===== config.mk =====
export PLATFORM = sky130hd
export DESIGN_NAME = dac_spi_tx
export DESIGN_NICKNAME = d
export VERILOG_FILES = /design/src/rtl/dac_spi_pkg.sv /design/src/rtl/dac_spi_tick_gen.sv /design/src/rtl/dac_spi_tx.sv
export SDC_FILE = /design/constraint.sdc
export NUM_CORES = 1
export LEC_CHECK = 0
export ABC_AREA = 1
export BUFFER_PORTS_ARGS = -buffer_cell sky130_fd_sc_hd__buf_2
export CAP_MARGIN = 20
export CORE_MARGIN = 1
export CORE_UTILIZATION = 40
export CTS_BUF_LIST = sky130_fd_sc_hd__clkbuf_4
export DETAILED_ROUTE_END_ITERATION = 8
export PLACE_DENSITY = 0.65
export SYNTH_ARGS = -nofsm -noshare
export SYNTH_HDL_FRONTEND = slang
export SYNTH_SLANG_ARGS = --single-unit

===== constraint.sdc =====
create_clock -name clock -period 1.4 [get_ports clock]
set_input_delay 0.28 -clock clock [delete_from_list [all_inputs] [get_ports clock]]
set_output_delay 0.28 -clock clock [all_outputs]
set_load 0.02 [all_outputs]

===== src/rtl/dac_spi_pkg.sv =====
// Shared types and constants for the MCP4921-class DAC SPI transmitter.
package dac_spi_pkg;

  typedef enum logic [1:0] {
    IDLE,
    SHIFT,
    HOLD,
    LATCH
  } dac_state_e;

  localparam int FRAME_BITS = 16;
  localparam int DATA_BITS  = 12;

  // A/B=0, BUF=0, GAn=1 (1x gain), SHDNn=1 (active)
  localparam logic [3:0] DEFAULT_CONFIG_BITS = 4'b0011;

endpackage


===== src/rtl/dac_spi_tick_gen.sv =====
// Phase counter emitting a one-cycle tick every CLK_DIV clocks while enabled.
module spi_tick_gen
  import dac_spi_pkg::*;
#(
  parameter int CLK_DIV = 4
) (
  input  logic clock,
  input  logic reset,
  input  logic enable,
  output logic tick
);

  localparam int PW = (CLK_DIV > 1) ? $clog2(CLK_DIV) : 1;
  localparam logic [PW-1:0] LAST = PW'(CLK_DIV - 1);

  logic [PW-1:0] phase_reg;

  // Held at zero while disabled so every frame starts on a fresh half-period.
  always_ff @(posedge clock or negedge reset) begin
    if (!reset) begin
      phase_reg <= '0;
    end else if (!enable || phase_reg == LAST) begin
      phase_reg <= '0;
    end else begin
      phase_reg <= phase_reg + PW'(1);
    end
  end

  assign tick = enable && (phase_reg == LAST);

endmodule


===== src/rtl/dac_spi_tx.sv =====
// Serialises one sine sample per handshake into a mode-0 SPI DAC frame, then strobes LDAC.
module dac_spi_tx
  import dac_spi_pkg::*;
#(
  parameter int         SINE_SIZE   = 12,
  parameter int         CLK_DIV     = 4,
  parameter logic [3:0] CONFIG_BITS = DEFAULT_CONFIG_BITS
) (
  input  logic                 clock,
  input  logic                 reset,
  input  logic [SINE_SIZE-1:0] sampleIn,
  input  logic                 sampleValid,
  output logic                 sampleReady,
  output logic                 sclk,
  output logic                 mosi,
  output logic                 csN,
  output logic                 ldacN,
  output logic                 busy,
  output logic                 frameDone
);

  localparam int PAD = DATA_BITS - SINE_SIZE;

  dac_state_e            state_reg, state_next;
  logic [3:0]            bit_cnt_reg, bit_cnt_next;
  logic [FRAME_BITS-1:0] shift_reg, shift_next;
  logic                  sclk_reg, sclk_next;
  logic                  mosi_reg, mosi_next;
  logic                  csn_reg, csn_next;
  logic                  ldacn_reg, ldacn_next;
  logic                  busy_reg, busy_next;
  logic                  done_reg, done_next;
  logic                  ready_reg, ready_next;
  logic                  tick;
  logic [DATA_BITS-1:0]  data_load;
  logic [FRAME_BITS-1:0] frame_load;

  // Narrow samples are left-justified so they still span the DAC's full scale.
  assign data_load  = DATA_BITS'(sampleIn) << PAD;
  assign frame_load = {CONFIG_BITS, data_load};

  spi_tick_gen #(
    .CLK_DIV(CLK_DIV)
  ) u_tick (
    .clock (clock),
    .reset (reset),
    .enable(busy_reg),
    .tick  (tick)
  );

  always_ff @(posedge clock or negedge reset) begin
    if (!reset) begin
      state_reg   <= IDLE;
      bit_cnt_reg <= '0;
      shift_reg   <= '0;
      sclk_reg    <= 1'b0;
      mosi_reg    <= 1'b0;
      csn_reg     <= 1'b1;
      ldacn_reg   <= 1'b1;
      busy_reg    <= 1'b0;
      done_reg    <= 1'b0;
      ready_reg   <= 1'b0;
    end else begin
      state_reg   <= state_next;
      bit_cnt_reg <= bit_cnt_next;
      shift_reg   <= shift_next;
      sclk_reg    <= sclk_next;
      mosi_reg    <= mosi_next;
      csn_reg     <= csn_next;
      ldacn_reg   <= ldacn_next;
      busy_reg    <= busy_next;
      done_reg    <= done_next;
      ready_reg   <= ready_next;
    end
  end

  always_comb begin
    state_next   = state_reg;
    bit_cnt_next = bit_cnt_reg;
    shift_next   = shift_reg;
    sclk_next    = sclk_reg;
    mosi_next    = mosi_reg;
    csn_next     = csn_reg;
    ldacn_next   = ldacn_reg;
    busy_next    = busy_reg;
    done_next    = 1'b0;
    ready_next   = ready_reg;
    case (state_reg)
      IDLE: begin
        ready_next = 1'b1;
        csn_next   = 1'b1;
        sclk_next  = 1'b0;
        mosi_next  = 1'b0;
        busy_next  = 1'b0;
        if (sampleValid && ready_reg) begin
          state_next   = SHIFT;
          shift_next   = frame_load;
          mosi_next    = frame_load[FRAME_BITS-1];
          bit_cnt_next = 4'(FRAME_BITS - 1);
          csn_next     = 1'b0;
          ready_next   = 1'b0;
          busy_next    = 1'b1;
        end
      end
      SHIFT: begin
        if (tick) begin
          if (!sclk_reg) begin
            sclk_next = 1'b1;
          end else begin
            // Falling edge: advance mosi so it is settled well before the next rise.
            sclk_next = 1'b0;
            if (bit_cnt_reg == 4'd0) begin
              state_next = HOLD;
              mosi_next  = 1'b0;
            end else begin
              bit_cnt_next = bit_cnt_reg - 4'd1;
              shift_next   = shift_reg << 1;
              mosi_next    = shift_reg[FRAME_BITS-2];
            end
          end
        end
      end
      HOLD: begin
        if (tick) begin
          state_next = LATCH;
          csn_next   = 1'b1;
          ldacn_next = 1'b0;
        end
      end
      LATCH: begin
        if (tick) begin
          state_next = IDLE;
          ldacn_next = 1'b1;
          done_next  = 1'b1;
          ready_next = 1'b1;
          busy_next  = 1'b0;
        end
      end
      default: state_next = IDLE;
    endcase
  end

  assign sampleReady = ready_reg;
  assign sclk        = sclk_reg;
  assign mosi        = mosi_reg;
  assign csN         = csn_reg;
  assign ldacN       = ldacn_reg;
  assign busy        = busy_reg;
  assign frameDone   = done_reg;

endmodule

Word-level counts from Yosys, hierarchy flattened
Cells that the tools add are included.
Storage, ports and cells
  flip-flop bits (word level): 30
  logic and storage cells: 76
  input port bits: 15
Operators by class
  equal/unequal tests: 11
  reduce and logical (&&, ||, !) cells: 17
  multiplexer cells: 35
  add/sub/neg operators: 2
Operator list (count)
  $mux W15: 4
  $pmux W15 S2: 1
  $mux W4: 4
  $mux W2: 7
  $ne A2 B2 Y1 const B: 7
  $pmux W1 S2: 6
  $mux W1: 11
  $pmux W2 S4: 1
  $pmux W4 S2: 1
  $reduce_bool A2 Y1: 4
  $eq A2 B2 Y1 const B: 3
  $reduce_and A2 Y1: 3
  $reduce_and A3 Y1: 2
  $reduce_and A6 Y1: 1
  $reduce_and A5 Y1: 1
  $logic_not A4 Y1: 1
  $sub A4 B1 Y4 const B: 1
  $add A2 B1 Y2 const B: 1
  $eq A2 B1 Y1 const B: 1
  $logic_and A1 B1 Y1: 2
  $logic_not A2 Y1: 1
  $logic_not A1 Y1: 1
  $logic_or A1 B1 Y1: 1

Logic depth before layout (Yosys ltp)
Gate-level depths: netlist of the first run.
  depth in word-level cells: 5
  mapped depth: 10

Cells and area by module
From an unflattened synthesis of the first run, not the netlist that was laid out.
Unflattened totals
  cells, all modules: 212
  area total of the unflattened synthesis: 1602.8 um^2
By module, submodules not included
  dac_spi_tx: area each 1514.0 um^2, instances 1, cells each 202
  spi_tick_gen: area each 88.8 um^2, instances 1, cells each 10

Worst setup path after synthesis of the first run
Ideal clock, no wire load.
  path type: register to register
  start: register state_reg[1]
  end: register bit_cnt_reg[1]
  cell stages (with the launch flop): 11
  arrival time: 1356 ps
  setup slack: -73 ps
  data required time: 1284 ps
  period minus slack after synthesis: 1473 ps
  path buffers: 2
  cells stage by stage: dfrtp_1 > inv_1 > ha_1 > buf_4 > inv_2 > nor2_4 > nor2_8 > nand2_4 > buf_6 > nand2_1 > nand2_1
Between the ends
  cells in the longest elaborated chain, start to end: 3
  elaborated cells between the ends (all ways): 9
  classes of those cells: eq/ne (5); mux (1); reduce/logical (3)
Ends and longest elaborated chain
  start, declared: RTL line dac_spi_tx.sv:24  | dac_state_e state_reg, state_next;
  start signal, assigned: RTL line dac_spi_tx.sv:64  | state_reg <= state_next;
  $eq A2 B1 Y1 / $logic_not A2 Y1 (equally long branches): RTL line dac_spi_tx.sv:88  | case (state_reg)
  $ne A2 B2 Y1 (no line) / $reduce_bool A2 Y1 (equally long branches)
  $reduce_and A5 Y1 (no line)
  end signal, assigned: RTL line dac_spi_tx.sv:65  | bit_cnt_reg <= bit_cnt_next;
  end, declared: RTL line dac_spi_tx.sv:25  | logic [3:0] bit_cnt_reg, bit_cnt_next;
Several ways; a longest one is shown, not always the timed one.
A chain may end at the register's enable or synchronous reset.

Worst setup path in the final report of the first run
  start: register state_reg[1]
  end: register shift_reg[4]
Between the ends
  cells in the longest elaborated chain, start to end: 3
  elaborated cells between the ends (all ways): 9
  classes of those cells: eq/ne (5); mux (1); reduce/logical (3)
Ends and longest elaborated chain
  $eq A2 B1 Y1 / $logic_not A2 Y1 (equally long branches): RTL line dac_spi_tx.sv:88
  $ne A2 B2 Y1 (no line) / $reduce_bool A2 Y1 (equally long branches)
  $reduce_and A5 Y1 (no line)
  end signal, assigned: RTL line dac_spi_tx.sv:66  | shift_reg <= shift_next;
  end, declared: RTL line dac_spi_tx.sv:26  | logic [FRAME_BITS-1:0] shift_reg, shift_next;
Several ways; a longest one is shown, not always the timed one.

==> impl_metrics.tcl, run 1 <==
set metrics [dict create \
    crit_type "reg2reg" \
    overflow 0 \
    placed_cells 289 \
    seqCellArea_um2 754 \
    die_h_um 66.7 \
    die_w_um 66.7 \
    rsz0062_at_grt "yes" \
    yosysTopAreaCell "dfrtp_1" \
    async_flop_share_pct 100 \
    required_ns 1.63 \
    start_util_pct 41.8 \
    wl_per_cell_um 11.4 \
    cts.htree.levels 2 \
    drt-pass1-iter-count 4 \
    synth_top_area_share_pct 41.9 \
    largest_reg_flops 15 \
    hold_violations 0 \
    ys_ff_latch 30 \
    whs_path_depth 5 \
    ant_nets 0 \
    dp_hpwl_um 2310 \
    clock-root-buffer "clkbuf_4" \
    wl_um 3450 \
    die-area_um2 4440 \
    post-route-period-util_pct 100 \
    yosysWarnings 0 \
    cp_data_arrival_time_ns 1.63 \
    num-fill-cells 386 \
    ys_top_cells_by_area "dfrtp_1 (42%), nand2_1 (21%), nand3_1 (7.2%), ha_1 (6.0%), dfstp_2 (3.1%)" \
    worstHoldPathType "in2reg" \
    synthesis.nets 234 \
    antenna_found_initial 0 \
    pin_count 22 \
    grt_usage_pct 17.7 \
    final_nets 276 \
    reg2reg_depth 8 \
    slew_viol_final 0 \
    dpl_cell_area_um2 1940 \
    diodes 0 \
    synth_common_cells "nand2_1 (93), dfrtp_1 (28), nand3_1 (24)" \
    synth_edf_count 0 \
    crit_path_end_kind "register" \
    multi_input_area_um2 893 \
    finalSetupTns_ns -0.00281 \
    grt_pass1_wl_um 5780 \
    slew_headroom_pct 78.1 \
    synth.avg_cell_area_um2 7.93 \
    numCtsBuffers 5 \
    clock_path_buffers 2 \
    first_global_vias 1316 \
    drt-initial-drc-count 101 \
    clkTransAtPathRegs_ns 0.10 \
    yosysSeqAreaShare_pct 45.0 \
    final_util_pct 53.5 \
    status "finished with violations" \
    cp-start-kind "register" \
    final_layout_size_suffix_gt1_share_pct 32.7 \
    drcViolationCount 0 \
    syn2layout_area_growth_pct 28.0 \
    fmax_mhz 713 \
    finalSetupViolCount 1 \
    synth_area_um2 1670 \
    place_congestion 0.736 \
    core_um2 4000 \
    setup_ws_ns -0.00281 \
    insertion_delay_ns 0.33 \
    leakage_nw 1.16 \
    yosysUniqueCellTypes 25 \
    crit_path_max_fanout 16 \
    rows 23 \
    violations "setup timing" \
    min_period_ns 1.40 \
    fin_cells 304 \
    cts_tree "built" \
    r2r_slack_ns -0.003 \
    max_slew.worst_pin.slew_ns 0.329 \
    synthFlopType "dfrtp_1" \
    place_ws_ns -0.0126 \
    grt_start_max_net_pins 20 \
    power_density_nw_per_um2 2610 \
    irDropWorstVdd_uv 1210 \
    dr_total_vias 1446 \
    skew_ns 0.00776 \
    synth.most_common_cell "nand2_1" \
    clock_sinks 30 \
    port_buffers 21 \
    syn-instance-count 211 \
    final_area_um2 2140 \
    routed_via_density 4.76 \
    drv_cap 0 \
]
-- where the power goes --
part / switching [W] / internal [W]
clock: 0.000301 / 0.000208
combinational: 0.00199 / 0.00150
sequential: 0.000285 / 0.00130
-- cell families after synthesis --
family,Yosys count,synth area share [%]
and+or+nand+nor,135,36.7
DFF,30,45.0
buffers and inverters,25,7.78
AOI/OAI and AO/OA,13,4.49
adders and majority gates,8,5.98
-- stage by stage --
stage	total power (W)	hold slack (ns)
2_1_floorplan	0.00387	-0.0156
3_3_place_gp	0.00458	0.195
3_5_place_dp	0.00461	0.190
4_1_cts	0.00515	0.250
5_1_grt	0.00616	0.270
6_report	0.00559	0.260
-- cell type report --
type / instances / share of cell area, %
Clock buffer: 6 / 2.10
Multi-Input combinational cell: 156 / 41.7
Inverter: 17 / 3.33
Clock inverter: 2 / 0.409
Sequential cell: 30 / 35.2
Timing Repair Buffer: 43 / 14.3
Tap cell: 50 / 2.92
-- cells in the final DEF (no fill, tap or decap) --
cell type	count
clkbuf_4	6
buf_4	17
inv_1	10
a21boi_2	1
o211ai_1	2
nand2_4	5
nand2_1	89
ha_4	4
inv_2	4
dlygate4sd3_1	1
buf_2	21
dfrtp_2	1
a21oi_2	1
inv_4	3
nand2_2	3
nor3b_1	1
or2_2	3
a21oi_1	3
nand3b_1	2
o21a_1	1
ha_2	1
dfrtp_1	27
clkinv_2	1
nand2_8	1
nor3_1	1
nand3_1	22
clkinv_1	1
nor2_8	1
o21ai_0	4
buf_12	2
buf_6	2
nor2_4	1
dfstp_2	2
o21ai_1	1
ha_1	3
nand3_2	3
nor2_1	3
-- worst max-delay path, stage by stage, from the launching register on --
cell,delay [ns]
dfrtp_1,0.42
inv_4,0.11
ha_4,0.19
inv_4,0.05
nor2_4,0.15
nor2_8,0.08
buf_12,0.15
nand3_1,0.09
nand2_1,0.06
-- worst paths after layout --
path / start / to
max: state_reg[1] / shift_reg[4]
min: sampleIn[7] / shift_reg[7]
max reg2reg: state_reg[1] / shift_reg[4]
min reg2reg: u_tick.phase_reg[0] / u_tick.phase_reg[0]
max in group asynchronous: reset / ldacN
min in group asynchronous: reset / shift_reg[7]
-- metal layers --
layer	vias up	routed length, um	GRT usage [%]	part of all wire, %
met5	-	0	0	0
met4	0	57	8.51	1.7
met3	5	119	5.14	3.4
met2	20	1630	26.0	47
met1	674	1650	23.7	48
li1	747	-	-	-
-- what timing repair did --
item | in CTS | in global routing
pin swaps | 0 | 9
gates resized for setup | 0 | 23
endpoints found under the setup margin | 19 | 25
gates cloned | 0 | 0
setup buffers | 1 | 5
endpoints found under the hold margin | 11 | 0
hold buffers | 1 | 0
Power figures use the tool's default switching activity.
==> inputs of run 2 (changes only) <==
--- a/config.mk
+++ b/config.mk
@@ -8,11 +8,11 @@
 export ABC_AREA = 1
 export BUFFER_PORTS_ARGS = -buffer_cell sky130_fd_sc_hd__buf_2
 export CAP_MARGIN = 20
-export CORE_MARGIN = 1
+export CORE_MARGIN = 2
 export CORE_UTILIZATION = 40
 export CTS_BUF_LIST = sky130_fd_sc_hd__clkbuf_4
 export DETAILED_ROUTE_END_ITERATION = 8
-export PLACE_DENSITY = 0.65
+export PLACE_DENSITY = 0.63
 export SYNTH_ARGS = -nofsm -noshare
 export SYNTH_HDL_FRONTEND = slang
 export SYNTH_SLANG_ARGS = --single-unit
==> constraint.sdc (replaced) <==
create_clock -name clock -period 1.5 [get_ports clock]
set_input_delay 0.3 -clock clock [delete_from_list [all_inputs] [get_ports clock]]
set_output_delay 0.3 -clock clock [all_outputs]
set_load 0.02 [all_outputs]
==> run 2 against run 1 <==
The flow now finishes without violations. Non-clock buffer count shrank 6. Die area grew 6.1%. Clock skew grew 0.0078 ns. Global-route usage shrank 0.98 points.
==> impl_metrics.tcl, run 2 (synthesized netlist as in run 1, its figures left out) <==
set metrics [dict create \
    status "finished clean" \
    wl_um 3280 \
    route.met3.wl_um 114 \
    drv_cap 0 \
    die_w_um 68.7 \
    syn2layout_area_growth_pct 21.9 \
    final_area_um2 2040 \
    final_layout_size_suffix_gt1_share_pct 29.4 \
    reg2reg_depth 8 \
    cts.htree.levels 2 \
    numCtsBuffers 5 \
    routed_via_density 4.67 \
    drt-pass1-iter-count 4 \
    antenna_found_initial 0 \
    overflow 0 \
    irDropWorstVdd_uv 986 \
    worstHoldPathType "in2reg" \
    leakage_nw 1.11 \
    die_h_um 68.7 \
    grt_pass1_wl_um 5840 \
    start_util_pct 41.8 \
    met1_length_um 1610 \
    core_um2 4000 \
    fin_cells 298 \
    cp_data_arrival_time_ns 1.70 \
    die-area_um2 4720 \
    wl_per_cell_um 11.0 \
    p_sw_share_pct 45.9 \
    min_period_ns 1.44 \
    clkTransAtPathRegs_ns 0.10 \
    p_sw_w 0.00226 \
    drcViolationCount 0 \
    clock_sinks 30 \
    rsz0062_at_grt "yes" \
    dpl_cell_area_um2 1890 \
    port_buffers 21 \
    comb_power_share_pct 61.1 \
    pwr-share-clk_pct 9.4 \
    drt-initial-drc-count 56 \
    crit_type "reg2reg" \
    required_ns 1.76 \
    rows 23 \
    highest_layer "met4" \
    largest_reg_flops 15 \
    cp-start-kind "register" \
    dp_hpwl_um 2410 \
    crit_path_max_fanout 9 \
    clock_path_buffers 2 \
    finalSetupViolCount 0 \
    post-route-period-util_pct 95.9 \
    startpoint "state_reg[0]" \
    cts_tree "built" \
    power_frac_seq_pct 29.4 \
    first_global_vias 1314 \
    max_slew.worst_pin.slew_ns 0.391 \
    clock-root-buffer "clkbuf_4" \
    power.internal_w 0.00266 \
    whs_path_depth 4 \
    grt_usage_pct 16.8 \
    r2r_start "state_reg[0]" \
    ant_nets 0 \
    grt_start_max_net_pins 20 \
    diodes 0 \
    place_congestion 0.809 \
    hp-start "sampleIn[0]" \
    met2_length_um 1510 \
    power_density_nw_per_um2 2420 \
    dr_total_vias 1391 \
    fmax_mhz 695 \
    placed_cells 288 \
    final_nets 270 \
    skew_ns 0.0156 \
    layout_commonest_cell "nand2_1" \
    crit_path_end_kind "register" \
    pin_count 22 \
    slew_viol_final 0 \
    fin_hold_ws_ns 0.279 \
    slew_headroom_pct 73.9 \
    final_cell_mix "nand2_1 (91), dfrtp_1 (27), nand3_1 (24)" \
    hold_violations 0 \
    insertion_delay_ns 0.33 \
]
==> run 2: changes by cell type in the layout (fill, tap and decap cells not counted), moves of 2 or more <==
cell / previous run / this run
nand2_1: 89 / 91
inv_4: 3 / 0
inv_2: 4 / 6
ha_4: 4 / 1
buf_4: 17 / 9
buf_8: 0 / 2
ha_2: 1 / 5
nand2_4: 5 / 3
nand3_2: 3 / 1
nand3_1: 22 / 24
==> run 2: per-layer routing <==
layer	GRT usage (%)	vias up
met4	6.75	0
met2	25.8	21
met3	3.90	5
met5	0	-
li1	-	732
met1	22.6	633
==> run 2: path summary, 6_finish.rpt <==
| path | end | slack, ns |
|---|---|---|
| max reg2reg | state_reg[0] | 0.06 |
| max in group asynchronous | shift_reg[10] | 0.66 |
| max | state_reg[0] | 0.06 |
| min | shift_reg[0] | 0.28 |
| min in group asynchronous | sclk | 0.43 |
| min reg2reg | u_tick.phase_reg[0] | 0.45 |
==> run 2: cell type report <==
type | count | area [um^2]
fill | 387 | 1960
multi-input combinational | 156 | 837
sequential | 30 | 754
timing repair buffer | 37 | 267
inverter | 17 | 63.8
tap | 50 | 62.6
clock buffer | 6 | 45.0
clock inverter | 2 | 10.0
==> run 2: what timing repair did <==
item                                    CTS  global route
endpoints found under the hold margin    13             0
pin swaps                                 1             3
cloned                                    0             0
resized for setup                         5            19
setup buffers                             0             1
hold buffers                              1             0
endpoints found under the setup margin   21            25
==> run 2: power by group through the flow <==
stage	Combinational, W	Clock (W)	Sequential [W]
final	0.00301	0.000465	0.00145
after global routing	0.00342	0.000530	0.00150
after CTS	0.00284	0.000488	0.00145
after detailed placement	0.00273	0	0.00146
after global placement	0.00270	0	0.00145
after floorplan	0.00202	0	0.00152
==> run 2: through the flow <==
stage               setup WS (ns)  power (W)  TNS (ns)  utilization, %
CTS                       0.00389    0.00477         0            49.4
detailed placement        -0.0112    0.00419   -0.0405            47.3
floorplan                  0.0275    0.00354         0               -
finish                     0.0618    0.00493         0            51.0
global placement           0.0187    0.00415         0            47.3
global route             -0.00938    0.00544  -0.00967            51.0
==> run 2: critical path, stage by stage, from the launching register on <==
cell	delay, ns
dfrtp_2	0.44
buf_6	0.13
ha_4	0.18
nand2_4	0.08
nand2_4	0.07
nor2_8	0.14
buf_6	0.15
nand3_1	0.08
nand2_1	0.09
